[src/rtl/divider_pkg.sv]
// Shared types and constants for the sequential restoring divider.
package divider_pkg;

  localparam int unsigned DIV_WIDTH = 8;

  localparam logic [3:0] CODE_IDLE  = 4'h0;
  localparam logic [3:0] CODE_LOAD  = 4'h1;
  localparam logic [3:0] CODE_SHIFT = 4'h2;
  localparam logic [3:0] CODE_TRIAL = 4'h4;
  localparam logic [3:0] CODE_HOLD  = 4'h8;

  // Encodings equal the debug codes so the state register drives States[3:0] directly.
  typedef enum logic [3:0] {
    S_IDLE  = CODE_IDLE,
    S_LOAD  = CODE_LOAD,
    S_SHIFT = CODE_SHIFT,
    S_TRIAL = CODE_TRIAL,
    S_HOLD  = CODE_HOLD
  } div_state_t;

endpackage

[src/rtl/div_datapath.sv]
// Quotient/remainder/divisor registers with the WIDTH+1-bit trial subtractor.
module div_datapath
  import divider_pkg::*;
#(
  parameter int unsigned WIDTH = DIV_WIDTH
) (
  input  logic             clk,
  input  logic             rst,
  input  logic             ld_div,
  input  logic             ld_op,
  input  logic             zero_fix,
  input  logic             shift,
  input  logic             trial,
  input  logic [WIDTH-1:0] sw,
  output logic [WIDTH-1:0] q,
  output logic [WIDTH-1:0] r,
  output logic [WIDTH-1:0] d,
  output logic             borrow,
  output logic             d_zero
);

  logic [WIDTH:0] diff;

  assign diff   = {1'b0, r} - {1'b0, d};
  assign borrow = diff[WIDTH];
  assign d_zero = (d == '0);

  // trial is only asserted when the subtraction did not borrow; restore is a no-op.
  always_ff @(posedge clk or posedge rst) begin
    if (rst) begin
      q <= '0;
      r <= '0;
      d <= '0;
    end else if (ld_div) begin
      d <= sw;
      q <= '0;
      r <= '0;
    end else if (zero_fix) begin
      q <= '1;
      r <= sw;
    end else if (ld_op) begin
      q <= sw;
      r <= '0;
    end else if (shift) begin
      {r, q} <= {r[WIDTH-2:0], q, 1'b0};
    end else if (trial) begin
      r    <= diff[WIDTH-1:0];
      q[0] <= 1'b1;
    end
  end

endmodule

[src/rtl/divider_unit.sv]
// Restoring divider control: load/shift/trial sequencing, iteration count and run/hold handshake.
module divider_unit
  import divider_pkg::*;
#(
  parameter int unsigned WIDTH = DIV_WIDTH
) (
  input  logic             Clk,
  input  logic             Reset,
  input  logic             LoadDivisor,
  input  logic             Execute,
  input  logic [WIDTH-1:0] Switches,
  output logic [WIDTH-1:0] Qval,
  output logic [WIDTH-1:0] Rval,
  output logic [WIDTH-1:0] Dval,
  output logic             Busy,
  output logic             DivZero,
  output logic [7:0]       States
);

  localparam logic [3:0] CNT_LAST = 4'(WIDTH - 1);

  div_state_t state;
  logic [3:0] count;
  logic       div_zero;
  logic       ld_div, ld_op, zero_fix, shift, trial;
  logic       borrow, d_zero;

  always_comb begin
    ld_div   = (state == S_IDLE) && LoadDivisor;
    ld_op    = (state == S_LOAD);
    zero_fix = (state == S_LOAD) && d_zero;
    shift    = (state == S_SHIFT);
    trial    = (state == S_TRIAL) && !borrow;
  end

  always_ff @(posedge Clk or posedge Reset) begin
    if (Reset) begin
      state    <= S_IDLE;
      count    <= '0;
      div_zero <= 1'b0;
    end else begin
      case (state)
        S_IDLE: begin
          if (LoadDivisor)  div_zero <= 1'b0;
          else if (Execute) state    <= S_LOAD;
        end
        S_LOAD: begin
          count <= '0;
          if (d_zero) begin
            div_zero <= 1'b1;
            state    <= S_HOLD;
          end else begin
            state <= S_SHIFT;
          end
        end
        S_SHIFT: state <= S_TRIAL;
        S_TRIAL: begin
          count <= count + 4'd1;
          state <= (count == CNT_LAST) ? S_HOLD : S_SHIFT;
        end
        S_HOLD: if (!Execute) state <= S_IDLE;
        default: state <= S_IDLE;
      endcase
    end
  end

  div_datapath #(.WIDTH(WIDTH)) u_datapath (
    .clk      (Clk),
    .rst      (Reset),
    .ld_div   (ld_div),
    .ld_op    (ld_op),
    .zero_fix (zero_fix),
    .shift    (shift),
    .trial    (trial),
    .sw       (Switches),
    .q        (Qval),
    .r        (Rval),
    .d        (Dval),
    .borrow   (borrow),
    .d_zero   (d_zero)
  );

  assign Busy    = (state == S_LOAD) || (state == S_SHIFT) || (state == S_TRIAL);
  assign DivZero = div_zero;
  assign States  = {count, state};

endmodule

[config.mk]
export PLATFORM = sky130hd
export DESIGN_NAME = divider_unit
export DESIGN_NICKNAME = d
export VERILOG_FILES = /design/src/rtl/divider_pkg.sv /design/src/rtl/div_datapath.sv /design/src/rtl/divider_unit.sv
export SDC_FILE = /design/constraint.sdc
export NUM_CORES = 1
export LEC_CHECK = 0
export CAP_MARGIN = 30
export CORE_ASPECT_RATIO = 0.5
export CORE_MARGIN = 10
export CORE_UTILIZATION = 33
export DETAILED_ROUTE_END_ITERATION = 12
export PLACE_DENSITY = 0.56
export SLEW_MARGIN = 20
export SYNTH_ARGS = -nofsm -noshare
export SYNTH_HDL_FRONTEND = slang
export SYNTH_HIERARCHICAL = 1
export SYNTH_SLANG_ARGS = --single-unit
[constraint.sdc]
create_clock -name Clk -period 2.88 [get_ports Clk]
set_input_delay 0.864 -clock Clk [delete_from_list [all_inputs] [get_ports Clk]]
set_output_delay 0.864 -clock Clk [all_outputs]
set_load 0.03 [all_outputs]
Word level (Yosys, flattened, before mapping) --
Index checks and enable logic that the tools add are counted. Widths: inputs -> output; s select.
Word-level totals: output and inout bits 34, input port bits 12, register bits after elaboration 33, word-level logic and storage cells 54
Operators by class: add/sub/neg operators 2, muxes and demuxes 21, equality and inequality tests 10, reductions and logical operators 14
Operator list (number):
- $mux 8 | 8
- $mux 4 | 5
- $pmux 4 s5 | 1
- $sub 8x8->9 | 1
- $eq 4x3->1 const B | 2
- $logic_not 8->1 | 1
- $ne 2x2->1 const B | 4
- $pmux 4 s2 | 1
- $mux 7 | 1
- $reduce_and 3->1 | 2
- $reduce_bool 5->1 | 1
- $add 4x1->4 const B | 1
- $eq 4x1->1 const B | 1
- $eq 4x2->1 const B | 1
- $eq 4x4->1 const B | 1
- $logic_not 4->1 | 1
- $mux 1 | 4
- $reduce_bool 2->1 | 2
- $reduce_bool 4->1 | 1
- $logic_and 1x1->1 | 3
- $logic_or 1x1->1 | 2
- $ne 2x1->1 const B | 1
- $pmux 1 s2 | 1
- $logic_not 1->1 | 1

Longest topological paths before layout --
Gate-level depths: netlist of run 1.
depth after elaboration 8, mapped depth 14, gate-level depth less buffers 13

By module --
The synthesis of run 1 kept the hierarchy.
Modules (own cells, without submodules):
- div_datapath | times used 1, cells each 184, area each 1629.1 um^2, sequential area each 600.6 um^2
- divider_unit | times used 1, cells each 51, area each 496.7 um^2, sequential area each 225.2 um^2

Least setup slack after synthesis of run 1 --
No wires, ideal clock.
path kind reg2reg, start point register u_datapath.r[0], end point register u_datapath.r[5], period minus slack after synthesis 2.691 ns, stages on the path, launching flop included 15, buffers on the path 1, setup slack 0.189 ns, arrival time 2.609 ns, setup time 0.082 ns, data required time 2.798 ns, cells stage by stage dfrtp_1 inv_1 ha_1 fa_1 nor2b_1 o31ai_1 a21oi_1 a21o_1 a21oi_1 nor2_1 buf_4 or2_2 nor2_1 a211o_1 a31oi_1
Between the ends: elaborated cells between the ends (all ways) 9, classes of those cells add/sub: 1; mux: 5; reduce/logical: 3
RTL lines:
- start, declared | RTL line div_datapath.sv:16 | output logic [WIDTH-1:0] r,
- start signal, assigned | RTL line div_datapath.sv:40 | r <= sw;
- start signal, assigned | RTL line div_datapath.sv:45 | {r, q} <= {r[WIDTH-2:0], q, 1'b0};
- start signal, assigned | RTL line div_datapath.sv:47 | r <= diff[WIDTH-1:0];
- $sub 8x8->9 | RTL line div_datapath.sv:24 | assign diff = {1'b0, r} - {1'b0, d};
- net borrow | RTL line divider_unit.sv:26 | logic borrow, d_zero;
- $logic_not 1->1 | RTL line divider_unit.sv:33 | trial = (state == S_TRIAL) && !borrow;
- $logic_and 1x1->1 | RTL line divider_unit.sv:33
- net trial | RTL line divider_unit.sv:25 | logic ld_div, ld_op, zero_fix, shift, trial;
- $reduce_bool 5->1 (no source line)
The timed path passes the listed nets, and every way through them passes these cells. The select of a mux whose other input is x is not followed. A chain may end at the register's enable or synchronous reset.

Worst setup path in the final report of run 1 --
Ends and elaborated chain as after synthesis.

==> tab_implementation.tex, run 1 <==
\begin{tabular}{lr}
\hline
Metric & Value \\
\hline
\multicolumn{2}{l}{\textbf{Timing}} \\
Max\_slew headroom & 70.5\% \\
Final hold violation count & 0 \\
Period minus WS final & 2.74 ns \\
Setup violations, final & 0 \\
Final number of max-transition violations & 0 \\
Worst hold slack after final layout & a little over 0.5 ns \\
Maximum clock frequency & 0.366 GHz \\
Worst-case clock skew & 0.00338 ns \\
Part of the cycle the worst path needs & 95.0\% \\
Least-Margin Pin Slew & between 0.4 and 0.5 ns \\
\multicolumn{2}{l}{\textbf{Route}} \\
Antenna violation net count after detailed routing & 0 \\
Wirelength per Cell & $\sim$16 um \\
Residual DRC count & 0 \\
DR vias/cell & a little over 5 \\
DRC violation total after the first TritonRoute iteration & 135 \\
Length of the first detailed-routing pass in iterations & 4 \\
Vias & about 1900 \\
Total Wirelength & 5980 um \\
\multicolumn{2}{l}{\textbf{Worst setup path}} \\
Startpoint types & flip-flop \\
Crit path max-delay cell type & fa\_1 \\
Worst setup path category & flip-flop to flip-flop \\
Largest stage delay, worst path & roughly 0.41 ns \\
Req. time, crit path & 3.08 ns \\
Crit-path most repeated cell & nor2\_1 \\
WP buf/inv & 2 \\
Endpoint type of the worst setup path & flip-flop \\
CP max FO & 7 \\
Gate family responsible for the most delay along the worst path & compound AO/OA/AOI/OAI gates \\
Arrival time at the worst endpoint & around 3 ns \\
Worst-path cell chain & inv\_1 -> ha\_1 -> fa\_1 -> nor2b\_1 -> o31ai\_2 -> a21oi\_2 -> a21o\_1 -> a21oi\_1 -> nor2\_1 -> buf\_4 -> or2\_2 -> nor2\_1 -> a211o\_1 -> a31oi\_1 \\
\multicolumn{2}{l}{\textbf{Logic synthesis}} \\
Total number of yosys warnings & 6 \\
Synthesized instance count & 235 \\
Share of flip-flops with an asynchronous set or reset after synthesis & 100\% \\
Dominant synthesized flop cell & dfrtp\_1 \\
EDFF count, synth & 0 \\
Share of synthesized area occupied by flip-flops and latches & 38.8\% \\
Area of the mapped netlist & 2130 um\^{}2 \\
Number of nets produced by synthesis & around 260 \\
Mean instance size in the synthesized netlist & 9.05 um\^{}2 \\
Distinct cells, synth & 48 \\
Flip-flop and latch count after synthesis & 33 \\
\multicolumn{2}{l}{\textbf{Global route}} \\
Via count of the first global-routing pass & 1841 \\
Met3 Track Usage GR & 3.71\% \\
Total routing usage reported by global routing & 11.5\% \\
Top Usage Layer GRT & met2 \\
Global-route wire length before repair & between 9000 and 10000 um \\
Antenna violations before repair & 0 \\
Met1 demand-to-capacity share in global routing & 14.9\% \\
Leftover overflow at the end of global routing & 0 \\
Pin count of the biggest net entering global routing & 25 \\
Met2 global-route usage & 18.1\% \\
\multicolumn{2}{l}{\textbf{Clocking}} \\
Sinks on Clock Net & 33 \\
Hold-fix buffer count after cts & 0 \\
Max clock buf depth & 2 \\
Cell at the root of the clock tree & clkbuf\_16 \\
Number of H-tree levels & 2 \\
CTS tree & built \\
Clk pin slew, worst setup/hold paths & about 0.050 ns \\
Clock latency of the later-clocked register in the worst-skew pair & 0.27 ns \\
Post-CTS Repair Setup Buffers & 0 \\
Number of CTS-inserted buffers & 5 \\
\multicolumn{2}{l}{\textbf{Final layout}} \\
Final instance area & $\sim$2800 um\^{}2 \\
Utilization after layout & 46.1\% \\
Most used cells in the layout excluding fill and tap cells & 45 x clkdlybuf4s50\_1, 33 x dfrtp\_1, 23 x nand2\_1 \\
Number of nets in the final layout & between 300 and 400 \\
Area Growth Syn to Fin & 33.4\% \\
ANT cells & 0 \\
Commonest non-fill, non-tap cell in the layout & clkdlybuf4s50\_1 \\
Fill cell total of the finished layout & about 630 \\
Fraction of final layout cells with drive strength greater than 1 & 11.6\% \\
\multicolumn{2}{l}{\textbf{Power and ir drop}} \\
Combinational group share of total power & 61.6\% \\
Net Switching & 0.00162 W \\
Clk pwr share & approximately 15\% \\
Leakage dissipation & 1.23 nW \\
Cell internal power dissipation & 0.00190 W \\
Pwr Density & approximately 1200 nW/um\^{}2 \\
Share of total power in sequential cells & 23.6\% \\
Switching share of power & 46.1\% \\
Worst VDD drop & 0.000504 V \\
Overall power & 0.00352 W \\
\multicolumn{2}{l}{\textbf{Floorplanning}} \\
Starting utilization of the core area & 34.5\% \\
Height of the die & 76.8 um \\
Rows & 20 \\
Floorplan Core Area & 6160 um\^{}2 \\
Die outline width & approximately 130 um \\
Top Ports & 46 \\
Area of the die & 10200 um\^{}2 \\
\multicolumn{2}{l}{\textbf{Place}} \\
Last weighted congestion value of the routability-driven placer & 0.801 \\
Buffers on Ports & 45 \\
Estimated wirelength of the detail-placed design & 4570 um \\
Cell area after placement & about 2700 um\^{}2 \\
\multicolumn{2}{l}{\textbf{Outcome}} \\
Result of the run & finished clean \\
\multicolumn{2}{l}{\textbf{Min path}} \\
Path class of the lowest-slack min-delay path & flip-flop to flip-flop \\
\multicolumn{2}{l}{\textbf{Job}} \\
Max-Cap Viols & 0 \\
\hline
\end{tabular}
[power groups by stage]
stage                     sequential (W)  combinational, W  clock, W
final                           0.000829           0.00217  0.000520
after global placement          0.000829           0.00213         0
after CTS                       0.000829           0.00214  0.000534
after floorplan                  0.00112           0.00116         0
after detailed placement        0.000836           0.00212         0
after global routing            0.000860           0.00237  0.000556
[cell families (layout without fill, tap and decap cells)]
family | after synthesis | after routing | synth area share, %
compound gates | 60 | 60 | 18.1
xor+xnor | 3 | 3 | 1.24
fa+ha+maj | 10 | 10 | 6.24
buf+inv | 29 | 78 | 6.47
flops | 33 | 33 | 38.8
mux | 18 | 18 | 8.95
simple gates | 82 | 82 | 20.1
[path summary, 6_finish.rpt]
kind,from,end,slack [ns],depth (start not counted)
min in group asynchronous,Reset,state[1],0.89,2
min reg2reg,count[3],count[3],0.51,1
max,u_datapath/r[0],u_datapath/r[5],0.14,14
min,count[3],count[3],0.51,1
max in group asynchronous,Reset,u_datapath/r[0],1.66,3
max reg2reg,u_datapath/r[0],u_datapath/r[5],0.14,14
[worst reg2reg max path: cells and delay by family, from the launching register on]
| family | cells | cell delay (ns) |
|---|---|---|
| flops | 1 | 0.38 |
| simple gates | 4 | 0.57 |
| buf+inv | 2 | 0.23 |
| compound gates | 6 | 0.88 |
| fa+ha+maj | 2 | 0.62 |
[per-layer routing]
layer	vias to the layer above	wire, um
li1	933	-
met2	47	2680
met4	0	44
met5	-	0
met3	4	357
met1	896	2890
[final cells by class]
type / instances / area [um^2] / share of cell area, %
Multi-Input combinational cell: 173 / 1170 / 41.3
Timing Repair Buffer: 55 / 526 / 18.5
Sequential cell: 33 / 826 / 29.1
Tap cell: 88 / 110 / 3.88
Clock buffer: 7 / 143 / 5.03
Inverter: 16 / 60.1 / 2.12
[registers in the layout, indices dropped and copies added, names as in the netlist]
name / count
DivZero: 1
u_datapath/q: 8
state: 4
u_datapath/d: 8
u_datapath/r: 8
count: 4
[cells in the mapped netlist, types with 2 or more instances]
master | count | area, um^2
nor2_1 | 19 | 71.3
nor3_1 | 5 | 25.0
dfrtp_1 | 33 | 826
buf_2 | 2 | 10.0
nor2b_1 | 3 | 18.8
nand4_1 | 2 | 12.5
clkbuf_1 | 6 | 22.5
mux2_2 | 8 | 90.1
a21oi_1 | 18 | 90.1
ha_1 | 9 | 113
o21a_1 | 2 | 15.0
a31oi_1 | 2 | 12.5
nand2b_1 | 3 | 18.8
a211o_1 | 3 | 26.3
a211oi_1 | 2 | 15.0
o31ai_1 | 4 | 30.0
and3_1 | 3 | 18.8
mux2i_1 | 10 | 100
inv_1 | 15 | 56.3
xor2_1 | 3 | 26.3
o21ai_0 | 19 | 95.1
nand2_1 | 23 | 86.3
nand3b_1 | 3 | 22.5
or2_2 | 3 | 18.8
buf_6 | 3 | 33.8
a22oi_1 | 3 | 22.5
nand3_1 | 6 | 30.0
nor3b_1 | 3 | 22.5
[per-stage QoR]
stage,setup WS (ns),std cells,TNS [ns]
after CTS,0.130,372,0
after global placement,0.213,365,0
final,0.145,372,0
after floorplan,0.189,235,0
after detailed placement,0.148,365,0
after global routing,-0.0527,372,-0.0527
[timing repair]
| item | CTS | global route |
|---|---|---|
| hold endpoints to repair | 0 | 0 |
| endpoints found under the setup margin | 0 | 2 |
| resized for setup | 0 | 2 |
Note: power is estimated with default switching activity, not from simulation.
==> run 2: changes to the inputs <==
==> constraint.sdc (replaced) <==
create_clock -name Clk -period 2.88 [get_ports Clk]
set_input_delay 0.864 -clock Clk [delete_from_list [all_inputs] [get_ports Clk]]
set_output_delay 0.864 -clock Clk [all_outputs]
set_load 0.05 [all_outputs]
==> run 2 against run 1 <==
Die area unchanged. Clock power increased by 2%. Combinational power increased by 12%. Fmax increased by 2.9%. Global-route usage increased by 0.63 points. Final cell count unchanged. Clock skew about the same.
==> tab_implementation.tex, run 2 (same netlist as run 1, synthesis figures left out) <==
\begin{tabular}{lr}
\hline
Metric & Value \\
\hline
\multicolumn{2}{l}{\textbf{Final layout}} \\
Number of nets in the final layout & 306 \\
Total area of multi-input combinational cells & 1180 um\^{}2 \\
Registers with the most flip-flops & u\_datapath/d (8), u\_datapath/q (8), u\_datapath/r (8) \\
Fill cell total of the finished layout & 628 \\
Most used cells in the layout excluding fill and tap cells & 44 x clkdlybuf4s50\_1, 33 x dfrtp\_1, 23 x nand2\_1 \\
ANT cells & 0 \\
Fraction of final layout cells with drive strength greater than 1 & 12.7\% \\
Final instance area & $\sim$2800 um\^{}2 \\
Non-filler cells in the finished layout & 372 \\
Commonest non-fill, non-tap cell in the layout & clkdlybuf4s50\_1 \\
Area Growth Syn to Fin & 33.5\% \\
Sequential cell area in the final layout & 826 um\^{}2 \\
\multicolumn{2}{l}{\textbf{Global route}} \\
Leftover overflow at the end of global routing & 0 \\
Met2 global-route usage & between 10\% and 20\% \\
Top Usage Layer GRT & met2 \\
Met1 demand-to-capacity share in global routing & 15.6\% \\
Global-route wire length before repair & 10100 um \\
Antenna violations before repair & 0 \\
Via count of the first global-routing pass & approximately 1900 \\
Met3 Track Usage GR & 3.06\% \\
Pin count of the biggest net entering global routing & 25 \\
Total routing usage reported by global routing & between 10\% and 20\% \\
\multicolumn{2}{l}{\textbf{Route}} \\
Wirelength per Cell & about 16 um \\
Total Wirelength & 5990 um \\
DR vias/cell & 5.00 \\
DRC violation total after the first TritonRoute iteration & between 100 and 150 \\
Vias & 1860 \\
Length of the first detailed-routing pass in iterations & 4 \\
Residual DRC count & 0 \\
Antenna violation net count after detailed routing & 0 \\
\multicolumn{2}{l}{\textbf{Worst setup path}} \\
Launching instance or port of the critical path & u\_datapath/r[0] \\
CP max FO & 4 \\
Slack of the worst reg-to-reg path & 0.22 ns \\
R2R depth & 14 \\
CP Capture Point & u\_datapath/r[6] \\
Endpoint type of the worst setup path & flip-flop \\
Beginning of the worst register-to-register path & u\_datapath/r[0] \\
Startpoint types & flip-flop \\
FF-to-FF End & u\_datapath/r[6] \\
Req. time, crit path & about 3.1 ns \\
Worst setup path category & flip-flop to flip-flop \\
Arrival time at the worst endpoint & 2.88 ns \\
\multicolumn{2}{l}{\textbf{Clocking}} \\
Sinks on Clock Net & 33 \\
Max clock buf depth & 2 \\
CTS tree & built \\
Cell at the root of the clock tree & clkbuf\_16 \\
Number of CTS-inserted buffers & 5 \\
Clk pin slew, worst setup/hold paths & 0.05 ns \\
Number of H-tree levels & 2 \\
Clock latency of the later-clocked register in the worst-skew pair & 0.28 ns \\
Hold-fix buffer count after cts & 0 \\
\multicolumn{2}{l}{\textbf{Timing}} \\
Final hold violation count & 0 \\
Worst-case clock skew & roughly 0.0034 ns \\
Least-Margin Pin Slew & roughly 0.52 ns \\
Setup TNS Final & 0 ns \\
Period minus WS final & between 2 and 3 ns \\
Final number of max-transition violations & 0 \\
Setup violations, final & 0 \\
Part of the cycle the worst path needs & 92.3\% \\
Max\_slew headroom & 65.4\% \\
Maximum clock frequency & around 0.38 GHz \\
\multicolumn{2}{l}{\textbf{Place}} \\
Last weighted congestion value of the routability-driven placer & roughly 0.80 \\
Buffers on Ports & between 40 and 50 \\
Cell area after placement & $\sim$2700 um\^{}2 \\
Cell count after placement & 365 \\
Estimated wirelength of the detail-placed design & 4590 um \\
\multicolumn{2}{l}{\textbf{Power and ir drop}} \\
Worst VDD drop & between 0.0005 and 0.0006 V \\
Pwr Density & 1340 nW/um\^{}2 \\
Leakage dissipation & 1.23 nW \\
\multicolumn{2}{l}{\textbf{Floorplanning}} \\
Starting utilization of the core area & $\sim$35\% \\
Floorplan Core Area & $\sim$6200 um\^{}2 \\
Area of the die & roughly 10000 um\^{}2 \\
Height of the die & 76.8 um \\
Rows & 20 \\
Die outline width & approximately 130 um \\
Top Ports & 46 \\
\multicolumn{2}{l}{\textbf{Job}} \\
Max-Cap Viols & 0 \\
\multicolumn{2}{l}{\textbf{Min path}} \\
Path class of the lowest-slack min-delay path & flip-flop to flip-flop \\
\multicolumn{2}{l}{\textbf{Outcome}} \\
Result of the run & finished clean \\
\hline
\end{tabular}
==> run 2: cell count changes in the layout (fill, tap and decap cells not counted), sizes merged <==
cell           delta
buf               +1
clkdlybuf4s50     -1
==> run 2: how the worst min path moves through the flow <==
stage	to	startpoint	slack, ns	cells past startpoint
floorplan	DivZero	Reset	0.69	1
global placement	count[3]	count[3]	0.50	1
detailed placement	count[3]	count[3]	0.50	1
CTS	count[3]	count[3]	0.51	1
global route	count[3]	count[3]	0.54	1
finish	count[3]	count[3]	0.51	1
==> run 2: worst max-delay path, stage by stage (launching register included) <==
cell and delay, ns:
dfrtp_1 0.40, inv_1 0.07, ha_1 0.17, fa_2 0.23, nor2b_2 0.06, o31ai_2 0.28
a21oi_2 0.12, a21o_1 0.19, a21oi_1 0.13, nor2_1 0.07, buf_4 0.16, o41ai_4 0.33
nor3b_1 0.10, mux2i_1 0.15, o21a_1 0.14
==> run 2: through the flow <==
step                total power [W]  setup WS, ns  hold WS (ns)  util [%]
finish                      0.00380         0.221         0.508      46.1
global route                0.00410      -0.00906         0.541      46.1
CTS                         0.00379        0.0975         0.511      45.9
detailed placement          0.00324         0.161         0.504      43.6
global placement            0.00323         0.213         0.501      43.6
floorplan                   0.00255        0.0454         0.692         -
==> run 2: where the power goes <==
group          total [W]  switching (W)  internal [W]  leakage (nW)
Combinational    0.00244        0.00153      0.000915         0.730
Clock           0.000528       0.000189      0.000339        0.0700
Sequential      0.000829       0.000188      0.000642         0.434
==> run 2: repair_timing <==
| action | in CTS | in global routing |
|---|---|---|
| endpoints found under the setup margin | 0 | 7 |
| gates resized for setup | 0 | 4 |
| endpoints found under the hold margin | 0 | 0 |
| buffers inserted | 0 | 0 |
==> run 2: area by class of cell <==
class	count	share of cell area [%]
Multi-Input combinational cell	173	41.4
Sequential cell	33	29.1
Timing Repair Buffer	55	18.4
Clock buffer	7	5.03
Tap cell	88	3.88
Inverter	16	2.12
==> run 2: metal layers <==
layer | up-vias | share of wire (%) | routed length (um)
li1 | 927 | - | -
met2 | 28 | 45 | 2670
met1 | 895 | 49 | 2960
met3 | 10 | 3.8 | 228
met5 | - | 0 | 0
met4 | 0 | 2.3 | 135
==> run 3: changes to the inputs <==
--- a/config.mk
+++ b/config.mk
@@ -8,9 +8,10 @@
 export CAP_MARGIN = 30
 export CORE_ASPECT_RATIO = 0.5
 export CORE_MARGIN = 10
-export CORE_UTILIZATION = 33
+export CORE_UTILIZATION = 45
 export DETAILED_ROUTE_END_ITERATION = 12
-export PLACE_DENSITY = 0.56
+export PLACE_DENSITY = 0.72
+export RECOVER_POWER = 25
 export SLEW_MARGIN = 20
 export SYNTH_ARGS = -nofsm -noshare
 export SYNTH_HDL_FRONTEND = slang
==> run 3 against run 2 <==
Critical path depth unchanged. Critical path type unchanged. Flip-flop and latch count stayed put. Register-to-register slack got worse by 0.02 ns. Sequential power down 2%. Combinational power increased by 2%. Largest power group unchanged. Largest cell class unchanged. Routed wire length down 6.2%. Setup slack worse by 0.016 ns.
==> tab_implementation.tex, run 3 (same netlist as run 1, synthesis figures left out) <==
\begin{tabular}{lr}
\hline
Metric & Value \\
\hline
\multicolumn{2}{l}{\textbf{Timing}} \\
Least-Margin Pin Slew & $\sim$1.3 ns \\
Max\_slew headroom & 10.3\% \\
Period minus WS final & $\sim$2.7 ns \\
Part of the cycle the worst path needs & $\sim$93\% \\
Maximum clock frequency & 0.374 GHz \\
Worst-case clock skew & roughly 0.0052 ns \\
Final hold violation count & 0 \\
Final number of max-transition violations & 0 \\
Setup violations, final & 0 \\
\multicolumn{2}{l}{\textbf{Global route}} \\
Total routing usage reported by global routing & between 10\% and 20\% \\
Pin count of the biggest net entering global routing & 33 \\
Global-route wire length before repair & 9080 um \\
Leftover overflow at the end of global routing & 0 \\
Antenna violations before repair & 0 \\
Via count of the first global-routing pass & 1876 \\
\multicolumn{2}{l}{\textbf{Route}} \\
DR vias/cell & around 5.4 \\
Antenna violation net count after detailed routing & 0 \\
DRC violation total after the first TritonRoute iteration & $\sim$120 \\
Residual DRC count & 0 \\
Vias & about 1900 \\
Length of the first detailed-routing pass in iterations & 4 \\
Total Wirelength & 5620 um \\
Wirelength per Cell & $\sim$16 um \\
\multicolumn{2}{l}{\textbf{Clocking}} \\
CTS tree & built \\
Number of CTS-inserted buffers & 5 \\
Sinks on Clock Net & 33 \\
Clock latency of the later-clocked register in the worst-skew pair & 0.28 ns \\
Max clock buf depth & 2 \\
Clk pin slew, worst setup/hold paths & 0.07 ns \\
Hold-fix buffer count after cts & 0 \\
Cell at the root of the clock tree & clkbuf\_8 \\
Number of H-tree levels & 2 \\
\multicolumn{2}{l}{\textbf{Power and ir drop}} \\
Pwr Density & 1310 nW/um\^{}2 \\
Leakage dissipation & around 1.2 nW \\
Net Switching & $\sim$0.0019 W \\
Clk pwr share & about a tenth \\
Cell internal power dissipation & 0.00180 W \\
Share of total power in sequential cells & 22.1\% \\
Worst VDD drop & 0.000621 V \\
Switching share of power & 51.3\% \\
Combinational group share of total power & 67.2\% \\
\multicolumn{2}{l}{\textbf{Final layout}} \\
Sequential cell area in the final layout & slightly above 800 um\^{}2 \\
Total area of multi-input combinational cells & approximately 1200 um\^{}2 \\
Final instance area & 2810 um\^{}2 \\
Most used cells in the layout excluding fill and tap cells & 43 x clkdlybuf4s50\_1, 33 x dfrtp\_1, 23 x nand2\_1 \\
Fraction of final layout cells with drive strength greater than 1 & 13.5\% \\
ANT cells & 0 \\
Fill cell total of the finished layout & between 300 and 400 \\
Commonest non-fill, non-tap cell in the layout & clkdlybuf4s50\_1 \\
Registers with the most flip-flops & u\_datapath/d (8), u\_datapath/q (8), u\_datapath/r (8) \\
Utilization after layout & 62.5\% \\
Number of nets in the final layout & 309 \\
Area Growth Syn to Fin & 32.0\% \\
\multicolumn{2}{l}{\textbf{Floorplanning}} \\
Area of the die & 8040 um\^{}2 \\
Floorplan Core Area & about 4500 um\^{}2 \\
Starting utilization of the core area & 47.4\% \\
Top Ports & 46 \\
Die outline width & 117 um \\
Height of the die & around 69 um \\
Rows & 17 \\
\multicolumn{2}{l}{\textbf{Worst setup path}} \\
Endpoint type of the worst setup path & flip-flop \\
Worst setup path category & flip-flop to flip-flop \\
CP max FO & 7 \\
Req. time, crit path & 3.09 ns \\
Arrival time at the worst endpoint & 2.88 ns \\
Startpoint types & flip-flop \\
\multicolumn{2}{l}{\textbf{Place}} \\
Buffers on Ports & 45 \\
Cell area after placement & 2670 um\^{}2 \\
Last weighted congestion value of the routability-driven placer & between 0.8 and 0.9 \\
Estimated wirelength of the detail-placed design & around 4300 um \\
\multicolumn{2}{l}{\textbf{Min path}} \\
Path class of the lowest-slack min-delay path & flip-flop to flip-flop \\
\multicolumn{2}{l}{\textbf{Job}} \\
Max-Cap Viols & 0 \\
\multicolumn{2}{l}{\textbf{Outcome}} \\
Result of the run & finished clean \\
\hline
\end{tabular}
-- run 3: cell count changes in the layout (fill, tap and decap cells not counted), sizes merged --
cell | before | now
clkbuf | 7 | 8
dlymetal6s2s | 0 | 1
clkdlybuf4s50 | 44 | 43
buf | 11 | 12
clkinv | 1 | 2
dlygate4sd3 | 0 | 1
-- run 3: final cells by class --
| class | count | share of cell area [%] |
|---|---|---|
| multi-input combinational | 173 | 41.9 |
| sequential | 33 | 29.4 |
| timing repair buffer | 58 | 19.9 |
| clock buffer | 7 | 3.43 |
| tap | 66 | 2.94 |
| inverter | 16 | 2.14 |
| clock inverter | 1 | 0.178 |
-- run 3: final timing paths --
| kind | from | to | cells after the start | slack, ns |
|---|---|---|---|---|
| min reg2reg | count[3] | count[3] | 1 | 0.50 |
| min | count[3] | count[3] | 1 | 0.50 |
| min in group asynchronous | Reset | DivZero | 2 | 1.00 |
| max | u_datapath/r[0] | u_datapath/r[5] | 14 | 0.20 |
| max in group asynchronous | Reset | u_datapath/d[1] | 3 | 0.60 |
| max reg2reg | u_datapath/r[0] | u_datapath/r[5] | 14 | 0.20 |
-- run 3: layer usage --
| layer | wire length (um) | share of wire (%) | vias to the layer above | GRT usage [%] |
|---|---|---|---|---|
| met3 | 516 | 9.2 | 2 | 5.17 |
| met4 | 27 | 0.48 | 0 | 3.21 |
| met5 | 0 | 0 | - | 0 |
| met2 | 2580 | 46 | 55 | 23.1 |
| met1 | 2500 | 44 | 923 | 18.2 |
| li1 | - | - | 939 | - |
-- run 3: power groups by stage --
stage                     combinational [W]  clock [W]  sequential [W]
after floorplan                     0.00118          0         0.00138
after global placement              0.00240          0        0.000820
after detailed placement            0.00242          0        0.000824
after CTS                           0.00244   0.000399        0.000815
after global routing                0.00268   0.000421        0.000849
final                               0.00248   0.000393        0.000816
-- run 3: what timing repair did --
action | CTS | global route
endpoints found under the setup margin | 0 | 8
setup buffers | 0 | 3
endpoints found under the hold margin | 0 | 0
gates resized for setup | 0 | 5
-- run 3: stage by stage --
stage	total power, W	hold WS, ns	worst slack, ns	cells	TNS, ns
after detailed placement	0.00325	0.503	0.120	343	0
after global placement	0.00322	0.490	0.228	343	0
after global routing	0.00395	0.548	-0.0321	354	-0.0321
after CTS	0.00366	0.512	0.0239	351	0
after floorplan	0.00255	0.692	0.0454	235	0
final	0.00369	0.505	0.204	354	0
-- run 3: critical path: stages (launching register included) --
cell and delay [ns]:
dfrtp_1 0.38, inv_1 0.06, ha_1 0.23, fa_2 0.37, nor2b_2 0.15, o31ai_2 0.09
a21oi_2 0.19, a21o_1 0.14, a21oi_1 0.06, nor2_1 0.14, buf_4 0.18, or2_2 0.16
nor2_1 0.05, a211o_1 0.26, a31oi_1 0.13
